[src/rtl/half_adder_axis_operand_slot.sv]
// One-deep operand holding slot for an AXI-Stream slave channel.
// Ready is simply "slot empty"; the owner frees the slot with clear_i.
module axis_operand_slot #(
  parameter int WIDTH = 1
) (
  input  logic             clk,
  input  logic             arst_n,
  input  logic [WIDTH-1:0] tdata_i,
  input  logic             tvalid_i,
  output logic             tready_o,
  input  logic             clear_i,
  output logic [WIDTH-1:0] data_o,
  output logic             full_o
);

  logic [WIDTH-1:0] data_q, data_d;
  logic             full_q, full_d;

  // clear only ever arrives while full, so it never competes with a capture
  always_comb begin
    data_d = data_q;
    full_d = full_q;
    if (clear_i) begin
      full_d = 1'b0;
    end else if (tvalid_i && !full_q) begin
      data_d = tdata_i;
      full_d = 1'b1;
    end
  end

  always_ff @(posedge clk or negedge arst_n) begin
    if (!arst_n) begin
      data_q <= '0;
      full_q <= 1'b0;
    end else begin
      data_q <= data_d;
      full_q <= full_d;
    end
  end

  assign tready_o = ~full_q;
  assign data_o   = data_q;
  assign full_o   = full_q;

endmodule

[src/rtl/half_adder_axis.sv]
// AXI-Stream 1-bit half adder: leaf cell of the unit-adder tree.
// state   | meaning
// EMPTY   | neither slot full
// PARTIAL | one slot full
// LOADED  | both slots full, result registers on the next edge (one cycle)
// RESULT  | m_tvalid high, slots stay full until the output handshake
module half_adder_axis #(
  parameter int WIDTH = 1
) (
  input  logic             clk,
  input  logic             arst_n,
  input  logic [WIDTH-1:0] s_a_tdata,
  input  logic             s_a_tvalid,
  output logic             s_a_tready,
  input  logic [WIDTH-1:0] s_b_tdata,
  input  logic             s_b_tvalid,
  output logic             s_b_tready,
  output logic [WIDTH:0]   m_result_tdata,
  output logic             m_tvalid,
  input  logic             m_tready
);

  localparam int RW = WIDTH + 1;

  logic [WIDTH-1:0] a_data, b_data;
  logic             a_full, b_full;
  logic             handshake;
  logic             compute;
  logic [RW-1:0]    result_q, result_d;
  logic             valid_q, valid_d;

  assign handshake = valid_q & m_tready;
  assign compute   = a_full & b_full & ~valid_q;

  axis_operand_slot #(.WIDTH(WIDTH)) u_slot_a (
    .clk      (clk),
    .arst_n   (arst_n),
    .tdata_i  (s_a_tdata),
    .tvalid_i (s_a_tvalid),
    .tready_o (s_a_tready),
    .clear_i  (handshake),
    .data_o   (a_data),
    .full_o   (a_full)
  );

  axis_operand_slot #(.WIDTH(WIDTH)) u_slot_b (
    .clk      (clk),
    .arst_n   (arst_n),
    .tdata_i  (s_b_tdata),
    .tvalid_i (s_b_tvalid),
    .tready_o (s_b_tready),
    .clear_i  (handshake),
    .data_o   (b_data),
    .full_o   (b_full)
  );

  // result data is left untouched on handshake; it is don't-care once valid drops
  always_comb begin
    result_d = result_q;
    valid_d  = valid_q;
    if (compute) begin
      result_d = {1'b0, a_data} + {1'b0, b_data};
      valid_d  = 1'b1;
    end else if (handshake) begin
      valid_d  = 1'b0;
    end
  end

  always_ff @(posedge clk or negedge arst_n) begin
    if (!arst_n) begin
      result_q <= '0;
      valid_q  <= 1'b0;
    end else begin
      result_q <= result_d;
      valid_q  <= valid_d;
    end
  end

  assign m_result_tdata = result_q;
  assign m_tvalid       = valid_q;

endmodule

[config.mk]
export PLATFORM = sky130hd
export DESIGN_NAME = half_adder_axis
export DESIGN_NICKNAME = d
export VERILOG_FILES = /design/src/rtl/half_adder_axis_operand_slot.sv /design/src/rtl/half_adder_axis.sv
export SDC_FILE = /design/constraint.sdc
export NUM_CORES = 1
export LEC_CHECK = 0
export ABC_AREA = 1
export BUFFER_PORTS_ARGS = -buffer_cell sky130_fd_sc_hd__buf_2
export CAP_MARGIN = 0
export CORE_AREA = 8 8 45 47
export DETAILED_ROUTE_END_ITERATION = 6
export DIE_AREA = 0 0 53 55
export PLACE_DENSITY = 0.43
export SLEW_MARGIN = 20
export SYNTH_ARGS = -nofsm -noshare
export SYNTH_HDL_FRONTEND = slang
export SYNTH_SLANG_ARGS = --single-unit
[constraint.sdc]
create_clock -name clk -period 1.95 [get_ports clk]
set_input_delay 0 -clock clk [delete_from_list [all_inputs] [get_ports clk]]
set_output_delay 0 -clock clk [all_outputs]
set_load 0.02 [all_outputs]
-- Word-level counts from Yosys, hierarchy flattened
Index checks and enable logic that the tools add are counted.
Widths: inputs -> output; s select.
- register bits: 7
- input bits: 7
- $add $sub $neg: 1
- multiplexer cells: 6
- bitwise logic cells: 7
- reductions and logical operators: 9
- operators with widths (cell ; number):
    $mux 1 ; 6
    $reduce_bool 2->1 ; 3
    $not 1->1 ; 4
    $reduce_and 2->1 ; 2
    $and 1x1->1 ; 3
    $add 1x1->2 ; 1
    $logic_and 1x1->1 ; 2
    $logic_not 1->1 ; 2

-- Depth between registers and ports, before layout
- depth in word-level cells: 4
- depth in mapped cells: 4
- gate-level depth less buffers: 4

-- By module
From an unflattened synthesis, not the netlist that was laid out.
- cell total of the unflattened synthesis: 33
- area, all modules: 314.1 µm²
- by module, submodules not included (module ; times used ; cells each ; area each (µm²) ; seq. area each (µm²)):
    axis_operand_slot ; 2 ; 9 ; 86.3 ; 50.0
    half_adder_axis ; 1 ; 15 ; 141.4 ; 75.1

-- Worst setup path before layout
Ideal clock, no wire load.
- path kind: register -> register
- start point: reg valid_q (netlist: m_tvalid)
- end point: reg u_slot_a.data_q (netlist: u_slot_a.data_o)
- arrival time: 762 ps
- data required time: 1833 ps
- path slack: 1071 ps
- stages on the path, launching flop included: 5
- buffers on the path: 0
- period minus slack after synthesis: 879 ps
- cells stage by stage: dfrtp_1 nand2_1 nand3_1 nand2_1 nand2_1
- cells in the longest elaborated chain, start to end: 3
- ends and longest elaborated chain (element ; line ; text):
    start, declared ; half_adder_axis.sv:30 ; logic valid_q, valid_d;
    start signal, assigned ; half_adder_axis.sv:75 ; valid_q <= valid_d;
    $and 1x1->1 ; half_adder_axis.sv:32 ; assign handshake = valid_q & m_tready;
    $not 1->1 (no source line) ; -- ;
    $reduce_and 2->1 (no source line) ; -- ;
    end signal, assigned ; half_adder_axis_operand_slot.sv:36 ; data_q <= data_d;
    end, declared ; half_adder_axis_operand_slot.sv:16 ; logic [WIDTH-1:0] data_q, data_d;
Every way passes these cells.
A chain may end at the register's enable or synchronous reset.

-- Final worst setup path
- start point: reg u_slot_a.data_q (netlist: u_slot_a.data_o)
- end point: reg result_q[0] (netlist: m_result_tdata[0])
- cells in the longest elaborated chain, start to end: 1
- ends and longest elaborated chain (element ; line ; text):
    $add 1x1->2 ; half_adder_axis.sv:62 ; result_d = {1'b0, a_data} + {1'b0, b_data};
    end signal, assigned ; half_adder_axis.sv:74 ; result_q <= result_d;
    end, declared ; half_adder_axis.sv:29 ; logic [RW-1:0] result_q, result_d;
Every way passes these cells.

==> tab_implementation.tex <==
\begin{tabular}{lr}
\hline
Metric & Value \\
\hline
\multicolumn{2}{l}{\textbf{Power and ir drop}} \\
Sequential Power Share & 41.3\% \\
Net switching power figure & 0.243 mW \\
Max rail drop VDD & 0.000489 V \\
Switching share of power & 39.9\% \\
Internal cell power & 0.366 mW \\
Power density over cell area & 1420 nW/um\^{}2 \\
Static Leak & 0.239 nW \\
Comb power frac & 37.6\% \\
Power share of the clock group & 21.1\% \\
\multicolumn{2}{l}{\textbf{Finish}} \\
Final core area utilization & 30.9\% \\
Antenna cell count & 0 \\
Area of combinational cells with multiple inputs & 106 sq um \\
Area added between synthesis and finish & 44.3\% \\
Flip-flop and latch area & 175 sq um \\
Proportion of layout cells with a drive suffix above 1 & 31.4\% \\
Fillers & 156 \\
Net count, final & 60 \\
\multicolumn{2}{l}{\textbf{STA}} \\
Upper clock frequency limit & 1090 MHz \\
Post-Route Setup TNS & 0 ps \\
Final count of hold timing violations & 0 \\
Endpoints failing setup & 0 \\
Final period utilization & 46.9\% \\
Time the worst path needs with I/O delays and setup & 914 ps \\
Final clock skew & 2.97 ps \\
Pin slew with the least headroom to its limit & 174 ps \\
Relative max-transition margin & 88.4\% \\
Number of max-slew violations in the final report & 0 \\
RSZ-0062 raised after global routing & false \\
\multicolumn{2}{l}{\textbf{Floorplanning}} \\
Vertical die dimension & 55 microns \\
Full die area & 2920 sq um \\
Std-Cell Core Area & 1380 sq um \\
Effective utilization at floorplan & 21.4\% \\
Die Wd & 53 microns \\
IO Pins & 12 \\
Rows & 14 \\
\multicolumn{2}{l}{\textbf{Routing}} \\
DR iter-0 viols & 4 \\
Count of antenna-violating nets left after detailed routing & 0 \\
Total detailed-routing wirelength & 674 microns \\
DR vias/cell & 4.10 \\
Number of detailed-routing iterations run before antenna repair & 4 \\
Total number of vias & 275 \\
Routed WL per cell & 10.1 microns \\
DRC violation count after routing & 0 \\
\multicolumn{2}{l}{\textbf{Worst setup path}} \\
Register-to-register path setup slack & 1040 ps \\
Ordered list of cells on the worst path & ha\_1 > nand4\_1 > nand2\_1 \\
Number of buffer and inverter instances along the worst setup path & 0 \\
R2R depth & 3 \\
Startpoint of the worst register-to-register path & u\_slot\_a.data\_o \\
Worst setup EP type & register \\
Highest cell delay on the worst timing path & 380 ps \\
CP top delay family & flip-flops \\
Required time of the worst setup path & 2090 ps \\
First element of the critical path & u\_slot\_a.data\_o \\
Critical path data arrival time & 1050 ps \\
Crit path max-delay cell type & sky130\_fd\_sc\_hd\_\_dfrtp\_1 \\
Setup CP Type & reg -> reg \\
Max Fanout on Critical Path & 2 \\
Count of cell instances traversed by the critical path & 3 \\
Startpoint class of the critical path & register \\
Destination of the worst register-to-register timing path & m\_result\_tdata[0] \\
Termination of the worst setup path & m\_result\_tdata[0] \\
\multicolumn{2}{l}{\textbf{Global route}} \\
Wire length of the first global-routing pass & 1210 microns \\
Sum of overflow across all layers after global routing & 0 \\
Initial antenna violation count & 0 \\
Global router's overall resource usage & 5.82\% \\
Via count of the first global-routing pass & 293 \\
Largest net degree at the start of global routing & 8 \\
\multicolumn{2}{l}{\textbf{Run}} \\
Number of max-cap violations & 0 \\
\multicolumn{2}{l}{\textbf{Clocking}} \\
TritonCTS clock tree & yes \\
H-tree levels & 1 \\
Num CTS Buffers & 3 \\
Post-CTS setup buffer count & 0 \\
Sinks on the clock net & 7 \\
Latest clock arrival within the worst-skew pair & 240 ps \\
Clock transition time at the flip-flop clock pins of the worst setup and hold paths & 50 ps \\
Library cell used as clock root buffer & sky130\_fd\_sc\_hd\_\_clkbuf\_4 \\
Hold-fix buffers at CTS & 2 \\
Number of gates resized after cts & 0 \\
Buffers from clock root to sink, at most & 2 \\
\multicolumn{2}{l}{\textbf{Yosys}} \\
Syn Nets & 41 \\
Number of enable flip-flop cells after synthesis & 0 \\
Number of register bits inferred by synthesis & 7 \\
Synth top area cells & sky130\_fd\_sc\_hd\_\_dfrtp\_1, sky130\_fd\_sc\_hd\_\_nand2\_1, sky130\_fd\_sc\_hd\_\_nand4\_1 \\
Mean post-synth cell area & 8.99 sq um \\
Cell with the most instances after synthesis & sky130\_fd\_sc\_hd\_\_nand2\_1 \\
Mapped Cells & 33 \\
Cell area after synthesis & 297 sq um \\
Warnings from Yosys & 0 \\
Async S/R FF share, synth & 100\% \\
Fraction of synthesized cell area taken by the top area cell type & 59.1\% \\
Sequential element share of the synthesized area & 59.1\% \\
Cell taking the most area after synthesis & sky130\_fd\_sc\_hd\_\_dfrtp\_1 \\
Most numerous cell types in the synthesized netlist & sky130\_fd\_sc\_hd\_\_nand2\_1, sky130\_fd\_sc\_hd\_\_dfrtp\_1, sky130\_fd\_sc\_hd\_\_nand4\_1, sky130\_fd\_sc\_hd\_\_nor2\_1, sky130\_fd\_sc\_hd\_\_nand3\_1 \\
Post-synthesis cell type count & 9 \\
Primary FF master, synth & sky130\_fd\_sc\_hd\_\_dfrtp\_1 \\
\multicolumn{2}{l}{\textbf{Status}} \\
Result of the run & finished, final reports clean \\
\multicolumn{2}{l}{\textbf{Min path}} \\
Type of the tightest min-delay check & in -> reg \\
\multicolumn{2}{l}{\textbf{Placement}} \\
GPL Wtd Cong & 0.685 \\
Port buffer count & 11 \\
Estimated wirelength of the detail-placed design & 550 microns \\
\hline
\end{tabular}
worst min-delay path by stage:
stage	slack [ps]	from	cells past startpoint	end
2_1_floorplan	-300	arst_n	0	m_result_tdata[0]
3_3_place_gp	-150	arst_n	1	m_tvalid
3_5_place_dp	-160	arst_n	1	m_tvalid
4_1_cts	1	s_b_tdata	3	u_slot_b.data_o
5_1_grt	6	s_b_tvalid	3	u_slot_b.full_o
6_report	10	s_b_tvalid	3	u_slot_b.full_o
cell families (layout without fill, tap and decap cells):
logic type | after synthesis | after routing | share of synthesized area, %
flip-flops | 7 | 7 | 59.1
AO/OA/AOI/OAI | 1 | 1 | 1.69
buffers and inverters | 4 | 22 | 5.07
AND/OR/NAND/NOR | 20 | 20 | 30.0
adder cells (fa/ha/maj) | 1 | 1 | 4.22
sequential cells by signal, indices dropped and copies added (netlist names):
register	count
m_result_tdata	2
m_tvalid	1
u_slot_a.data_o	1
u_slot_a.full_o	1
u_slot_b.data_o	1
u_slot_b.full_o	1
cell usage in the layout (no fill, tap or decap), drive strengths merged:
master	n
buf	11
nand2	9
dfrtp	7
nor2	4
nand4	4
clkbuf	4
inv	4
nand3	3
dlygate4sd3	3
o21ai	1
ha	1
power by group through the flow:
stage          sequential (mW)  combinational [mW]  clock (mW)
5_1_grt                  0.263               0.267       0.150
4_1_cts                  0.253               0.235       0.137
2_1_floorplan            0.277               0.127           0
6_report                 0.252               0.229       0.128
3_5_place_dp             0.255               0.231           0
3_3_place_gp             0.256               0.228           0
through the flow:
stage          worst slack [ps]  area (sq um)  cells  power (mW)  hold WS (ps)
2_1_floorplan              1070           297     33       0.404          -296
3_3_place_gp               1050           372     60       0.484          -151
3_5_place_dp               1030           372     60       0.486          -155
4_1_cts                    1030           418     66       0.625          1.21
5_1_grt                     955           428     67       0.680          5.80
6_report                   1040           428     67       0.609          10.8
layer usage:
metal	wire (microns)	global-route usage, %	vias to the layer above
li1	-	-	146
met1	313	6.48	118
met2	272	7.42	9
met3	81	3.74	2
met4	7	5.17	0
met5	0	0	-
tightest hold or removal path: cells and delay by family:
family | cells | cell delay, ps
buffers and inverters | 1 | 100
and+or+nand+nor | 2 | 120
layout make-up:
class                   instances  share of cell area [%]
flip-flops and latches          7                    40.9
multi-input cells              22                    24.9
repair buffers                 14                    19.9
clock buffers                   4                    6.14
well taps                      16                    4.68
inverters                       4                    3.51
No activity file was read; power rests on OpenSTA's default activity.
